===== config.mk =====
export PLATFORM = sky130hd
export DESIGN_NAME = obstacle_scroller
export DESIGN_NICKNAME = d
export VERILOG_FILES = /design/src/rtl/obstacle_scroller.sv
export SDC_FILE = /design/constraint.sdc
export NUM_CORES = 1
export LEC_CHECK = 0
export ABC_AREA = 1
export CAP_MARGIN = 0
export CORE_MARGIN = 2
export CORE_UTILIZATION = 45
export CTS_BUF_LIST = sky130_fd_sc_hd__clkbuf_4 sky130_fd_sc_hd__clkbuf_8 sky130_fd_sc_hd__clkbuf_16
export CTS_CLUSTER_DIAMETER = 60
export DETAILED_ROUTE_END_ITERATION = 8
export GPL_TIMING_DRIVEN = 0
export HOLD_SLACK_MARGIN = 0.1
export PLACE_DENSITY = 0.64
export SLEW_MARGIN = 20
export SYNTH_ARGS = -nofsm -noshare
export SYNTH_HDL_FRONTEND = slang
export SYNTH_SLANG_ARGS = --single-unit

===== constraint.sdc =====
create_clock -name clk -period 2.56 [get_ports clk]
set_input_delay 0.384 -clock clk [delete_from_list [all_inputs] [get_ports clk]]
set_output_delay 0.384 -clock clk [all_outputs]
set_load 0.01 [all_outputs]

===== src/rtl/obstacle_scroller.sv =====
// obstacle_scroller: obstacle slots for the dino game; spawns at the right edge and scrolls left once per frame.
// Optional build macro OBS_SPEED_RAMP_EN adds a speed bonus that grows with every 8th passed obstacle.
module obstacle_scroller #(
    parameter int NUM_OBS = 2,
    parameter int X_W     = 9,
    parameter int SPAWN_X = 319,
    parameter int MIN_GAP = 40,
    parameter int MAX_GAP = 120
) (
    input  logic                   clk,
    input  logic                   rst_n,
    input  logic                   frame_tick,
    input  logic                   run,
    input  logic                   hit,
    input  logic                   game_reset,
    input  logic [2:0]             speed,
    output logic [NUM_OBS*X_W-1:0] obs_x,
    output logic [NUM_OBS-1:0]     obs_valid,
    output logic [NUM_OBS-1:0]     obs_type,
    output logic                   spawn_pulse,
    output logic                   pass_pulse,
    output logic [1:0]             state
);

    typedef enum logic [1:0] {
        IDLE = 2'b00,
        RUN  = 2'b01,
        HALT = 2'b10
    } state_e;

    state_e                      state_q;
    logic [7:0]                  lfsr_q, lfsr_d;
    logic [7:0]                  gap_q, gap_d;
    logic [NUM_OBS-1:0][X_W-1:0] x_q, x_d;
    logic [NUM_OBS-1:0]          valid_q, valid_d;
    logic [NUM_OBS-1:0]          type_q, type_d;
    logic                        spawn_q, spawn_d;
    logic                        pass_q, pass_d;
    logic [NUM_OBS-1:0]          spawn_oh;
    logic                        free_found;
    logic                        move_en;
    logic [2:0]                  eff_speed;

`ifdef OBS_SPEED_RAMP_EN
    logic [2:0] pass_cnt_q;
    logic [1:0] bonus_q;
    logic [3:0] speed_sum;

    assign speed_sum = {1'b0, speed} + {2'b00, bonus_q};
    assign eff_speed = speed_sum[3] ? 3'd7 : speed_sum[2:0];

    always_ff @(posedge clk or negedge rst_n) begin
        if (!rst_n) begin
            pass_cnt_q <= '0;
            bonus_q    <= '0;
        end else if (game_reset) begin
            pass_cnt_q <= '0;
            bonus_q    <= '0;
        end else if (pass_d) begin
            pass_cnt_q <= pass_cnt_q + 3'd1;
            if (pass_cnt_q == 3'd7 && bonus_q != 2'd3) begin
                bonus_q <= bonus_q + 2'd1;
            end
        end
    end
`else
    assign eff_speed = speed;
`endif

    // Fibonacci taps 8,6,5,4; seed 0xA5 can never reach the all-zero lockup state.
    assign lfsr_d = {lfsr_q[6:0], lfsr_q[7] ^ lfsr_q[5] ^ lfsr_q[4] ^ lfsr_q[3]};

    // A hit on a tick edge halts the game instead of moving; leaving RUN never moves.
    assign move_en = (state_q == RUN) && frame_tick && run && !hit && !game_reset;

    always_comb begin
        // NOTE: every combinational output gets a default before any branch, so no latch is inferred.
        spawn_oh   = '0;
        free_found = 1'b0;
        x_d        = x_q;
        valid_d    = valid_q;
        type_d     = type_q;
        pass_d     = 1'b0;
        gap_d      = gap_q;

        for (int i = 0; i < NUM_OBS; i++) begin
            if (!valid_q[i] && !free_found) begin
                spawn_oh[i] = 1'b1;
                free_found  = 1'b1;
            end
        end

        spawn_d = move_en && free_found && (gap_q >= 8'(MIN_GAP)) &&
                  ((lfsr_q[1:0] == 2'b00) || (gap_q == 8'(MAX_GAP)));

        for (int i = 0; i < NUM_OBS; i++) begin
            if (spawn_d && spawn_oh[i]) begin
                x_d[i]     = X_W'(SPAWN_X);
                type_d[i]  = lfsr_q[2];
                valid_d[i] = 1'b1;
            end else if (move_en && valid_q[i]) begin
                if (x_q[i] < X_W'(eff_speed)) begin
                    valid_d[i] = 1'b0;
                    pass_d     = 1'b1;
                end else begin
                    x_d[i] = x_q[i] - X_W'(eff_speed);
                end
            end
        end

        if (move_en) begin
            if (spawn_d) begin
                gap_d = '0;
            end else if (gap_q < 8'(MAX_GAP)) begin
                gap_d = gap_q + 8'd1;
            end
        end
    end

    always_ff @(posedge clk or negedge rst_n) begin
        if (!rst_n) begin
            state_q <= IDLE;
            lfsr_q  <= 8'hA5;
            gap_q   <= '0;
            x_q     <= '0;
            valid_q <= '0;
            type_q  <= '0;
            spawn_q <= 1'b0;
            pass_q  <= 1'b0;
        end else begin
            // NOTE: non-blocking assignments so every register samples pre-edge values.
            lfsr_q  <= lfsr_d;
            spawn_q <= spawn_d;
            pass_q  <= pass_d;
            if (game_reset) begin
                state_q <= IDLE;
                gap_q   <= '0;
                x_q     <= '0;
                valid_q <= '0;
                type_q  <= '0;
            end else begin
                gap_q   <= gap_d;
                x_q     <= x_d;
                valid_q <= valid_d;
                type_q  <= type_d;
                case (state_q)
                    IDLE:    if (run) state_q <= RUN;
                    RUN: begin
                        if (hit) begin
                            state_q <= HALT;
                        end else if (!run) begin
                            state_q <= IDLE;
                        end
                    end
                    HALT:    state_q <= HALT;
                    default: state_q <= IDLE;
                endcase
            end
        end
    end

    assign obs_x       = x_q;
    assign obs_valid   = valid_q;
    assign obs_type    = type_q;
    assign spawn_pulse = spawn_q;
    assign pass_pulse  = pass_q;
    assign state       = state_q;

endmodule

==> run summary, run 1 <==
Status: completed
FF+latch count, synth: 42
First-pass GRT wire length: 9700 um
Final HPWL DP: 4090 um
Synth Warn #: 0
Routability cong.: 0.848
Largest net degree at the start of global routing: 28
Total GRT Usage: 19.7%
Non-filler instance count after layout: 436
Nets: 382
Power Dens Cells: 533 mW/mm^2
Critical Path AT: 2.38 ns
Vias in the first global route: 2094
DRC violations left: 0
Crit share post-route: 85.3%
Post-Syn Area: 0.00250 sq mm
Setup crit end kind: flop
Yosys cell types: 31
Initial Utilization: 46.0%
GR Overflow Total: 0
Sink Count: 42
Async set or reset register ratio after synthesis: 100%
Cell count after placement: 427
Chip Height: 78.6 um
Skew final: 0.0111 ns
Area growth syn-to-layout: 22.1%
Boundary pin count: 35
Worst-margin pin slew: 0.569 ns
Clock tree buffer depth: 2
Vias/cell: 4.94
Die extent in x: 78.6 um
Synthesized net count: 339
Initial DRC Count: 112
Filler instances: 538
CP startpoint kind: primary input
Critical-path top delay cell: clkdlybuf4s50_1
Antenna Cells: 0
VDD IR max: 246 uV
Critical path cell sequence: clkdlybuf4s50_1, inv_1, ha_1, a21oi_1, nand3_1, o21ai_1, buf_2, o21ai_0, inv_1, nand2_1
Worst-path clk slew: 0.09 ns
Syn Inst Count: 320
Kind of critical path: in -> reg
Req. time, crit path: 2.75 ns
Full die area: 0.00618 sq mm
Placed Area: 0.00295 sq mm
Synth Flop Type: dfrtp_1
RSZ-0062 raised after global routing: no
Final number of setup-violating endpoints: 0
DR WL/cell: 12.6 um
Reg2reg setup slack: 0.57 ns
Std cell rows: 27
Slew Limit Fails: 0
TritonCTS clock tree: built
Final hold vios: 0
Avg Inst Size Synth: 7.82 sq um
Static leakage: 1.60 nW
PostCTS Resize Cnt: 0
Clk_lat worst skew: 0.30 ns
Most used cell, CP: inv_1
Post-route ant nets: 0
Root Driver: clkbuf_8
TritonRoute pass-1 iters: 4
CP Max Fanout: 10
Pwr Total: 0.00163 W
Cts bufs inserted: 5
Core Area: 0.00544 sq mm
Max incr delay on CP: 0.45 ns
Initial antenna violation count: 0
Final Cell Area: 0.00306 sq mm
Final min period: 2.18 ns
Sequential element share of the synthesized area: 42.2%
HP Class: reg -> reg
F_max: 458 MHz
H-tree Lvls: 2
Routed WL: 5500 um
Buffers on Ports: 34
Slew margin rel.: 62.1%
Share of post-route cells with drive strength above 1: 8.52%
Via count: 2156
Number of flops mapped to enable cells by yosys: 0
MaxCap Viol Count: 0
sequential cells by signal (all words and copies together) (netlist names):
signal / count
gap_q: 8
lfsr_q: 8
obs_type: 2
obs_valid: 2
obs_x: 18
pass_pulse: 1
spawn_pulse: 1
state: 2
stage by stage:
step | utilization, % | TNS, ns | worst slack, ns | hold slack [ns]
finish | 56.2 | 0 | 0.377 | 0.361
global route | 56.2 | 0 | 0.221 | 0.377
CTS | 56.2 | 0 | 0.385 | 0.367
detailed placement | 54.2 | 0 | 0.0742 | 0.332
global placement | 53.9 | -0.240 | -0.00794 | 0.337
floorplan | - | 0 | 0.703 | 0.0884
report_power, final:
group | internal [W] | total (W) | switching, W | leakage [nW]
registers | 0.000697 | 0.000737 | 0.0000398 | 0.564
logic | 0.000194 | 0.000422 | 0.000228 | 0.985
clock network | 0.000204 | 0.000470 | 0.000266 | 0.0506
total | 0.00109 | 0.00163 | 0.000534 | 1.60
per-layer routing:
metal	global-route usage, %	vias up	part of all wire (%)
met3	3.79	5	3.9
met4	3.68	0	0.76
met5	0	-	0
met1	27.0	1007	49
li1	-	1105	-
met2	32.8	39	46
worst max-delay path, delay by kind of cell:
family                   cells  cell delay, ns
buffers and inverters        4            0.84
AO/OA/AOI/OAI                3            0.58
adder cells (fa/ha/maj)      1            0.35
AND/OR/NAND/NOR              2            0.22
layout make-up:
| cell class | instances | area (sq um) | share of cell area, % |
|---|---|---|---|
| clock inverter | 3 | 28.8 | 0.941 |
| inverter | 48 | 180 | 5.89 |
| sequential | 42 | 1060 | 34.5 |
| clock buffer | 5 | 68.8 | 2.25 |
| multi-input combinational | 222 | 1220 | 39.8 |
| timing repair buffer | 36 | 365 | 12.0 |
| buffer | 8 | 51.3 | 1.68 |
| tap | 72 | 90.1 | 2.95 |
cells in the mapped netlist, types with 2 or more instances:
library cell / count / area (sq um)
a21oi_1: 3 / 15.0
buf_1: 2 / 7.51
buf_2: 2 / 10.0
buf_6: 2 / 22.5
dfrtp_1: 38 / 951
dfstp_2: 4 / 105
fa_1: 2 / 40.0
ha_1: 8 / 100
inv_1: 45 / 169
inv_2: 3 / 11.3
nand2_1: 84 / 315
nand3_1: 20 / 100
nand3_2: 2 / 20.0
nand3b_1: 2 / 15.0
nand4_1: 23 / 144
nor2_1: 33 / 124
nor2_4: 3 / 33.8
nor3_1: 7 / 35.0
o21ai_0: 8 / 40.0
o21ai_1: 3 / 15.0
xnor2_1: 6 / 52.6
xor2_1: 11 / 96.3
cell families (layout without fill, tap and decap cells):
family,after synthesis,in the layout,share of synthesized area (%)
buffers and inverters,56,100,9.25
xor gates and xnor gates,17,17,5.95
adders and majority gates,10,10,5.60
AOI/OAI and AO/OA,18,18,4.20
DFF,42,42,42.2
and+or+nand+nor,177,177,32.8
cell usage in the layout, fill, tap and decap left out, types with 3 or more instances in the layout:
master and n:
nand2_1 84, inv_1 45, dfrtp_1 38, nor2_1 33
clkdlybuf4s50_1 33, nand4_1 23, nand3_1 20, xor2_1 11
o21ai_0 8, ha_1 8, nor3_1 7, xnor2_1 6
clkbuf_8 5, dfstp_2 4, inv_2 3, nor2_4 3
a21oi_1 3, o21ai_1 3, buf_2 3
path summary, 6_finish.rpt:
path                                          to                 start  cells after the start
hold / removal               lfsr_q[7]$_DFF_PN1_   lfsr_q[6]$_DFF_PN0_                      0
setup reg to reg            obs_x[8]$_DFFE_PN0P_  obs_x[0]$_DFFE_PN0P_                      9
setup / recovery           obs_x[11]$_DFFE_PN0P_              speed[2]                     10
max in group asynchronous    lfsr_q[2]$_DFF_PN1_                 rst_n                      3
hold reg to reg              lfsr_q[7]$_DFF_PN1_   lfsr_q[6]$_DFF_PN0_                      0
min in group asynchronous    lfsr_q[4]$_DFF_PN0_                 rst_n                      2
what timing repair did:
| action | CTS | global route |
|---|---|---|
| hold endpoints to repair | 14 | 0 |
| setup buffers | 0 | 0 |
| setup endpoints to repair | 0 | 0 |
| hold buffers | 1 | 0 |
No activity file was read; power rests on OpenSTA's default activity.
==> inputs of run 2 (changes only) <==
--- a/config.mk
+++ b/config.mk
@@ -17,3 +17,2 @@
 export PLACE_DENSITY = 0.64
-export SLEW_MARGIN = 20
 export SYNTH_ARGS = -nofsm -noshare
--- a/constraint.sdc
+++ b/constraint.sdc
@@ -3,2 +3,2 @@
 set_output_delay 0.384 -clock clk [all_outputs]
-set_load 0.01 [all_outputs]
+set_load 0.02 [all_outputs]
==> results of run 2 <==
Same layout as run 1 (identical final DEF). Status: completed.
Main changes from that run: total power 0.00163 W -> 0.00165 W
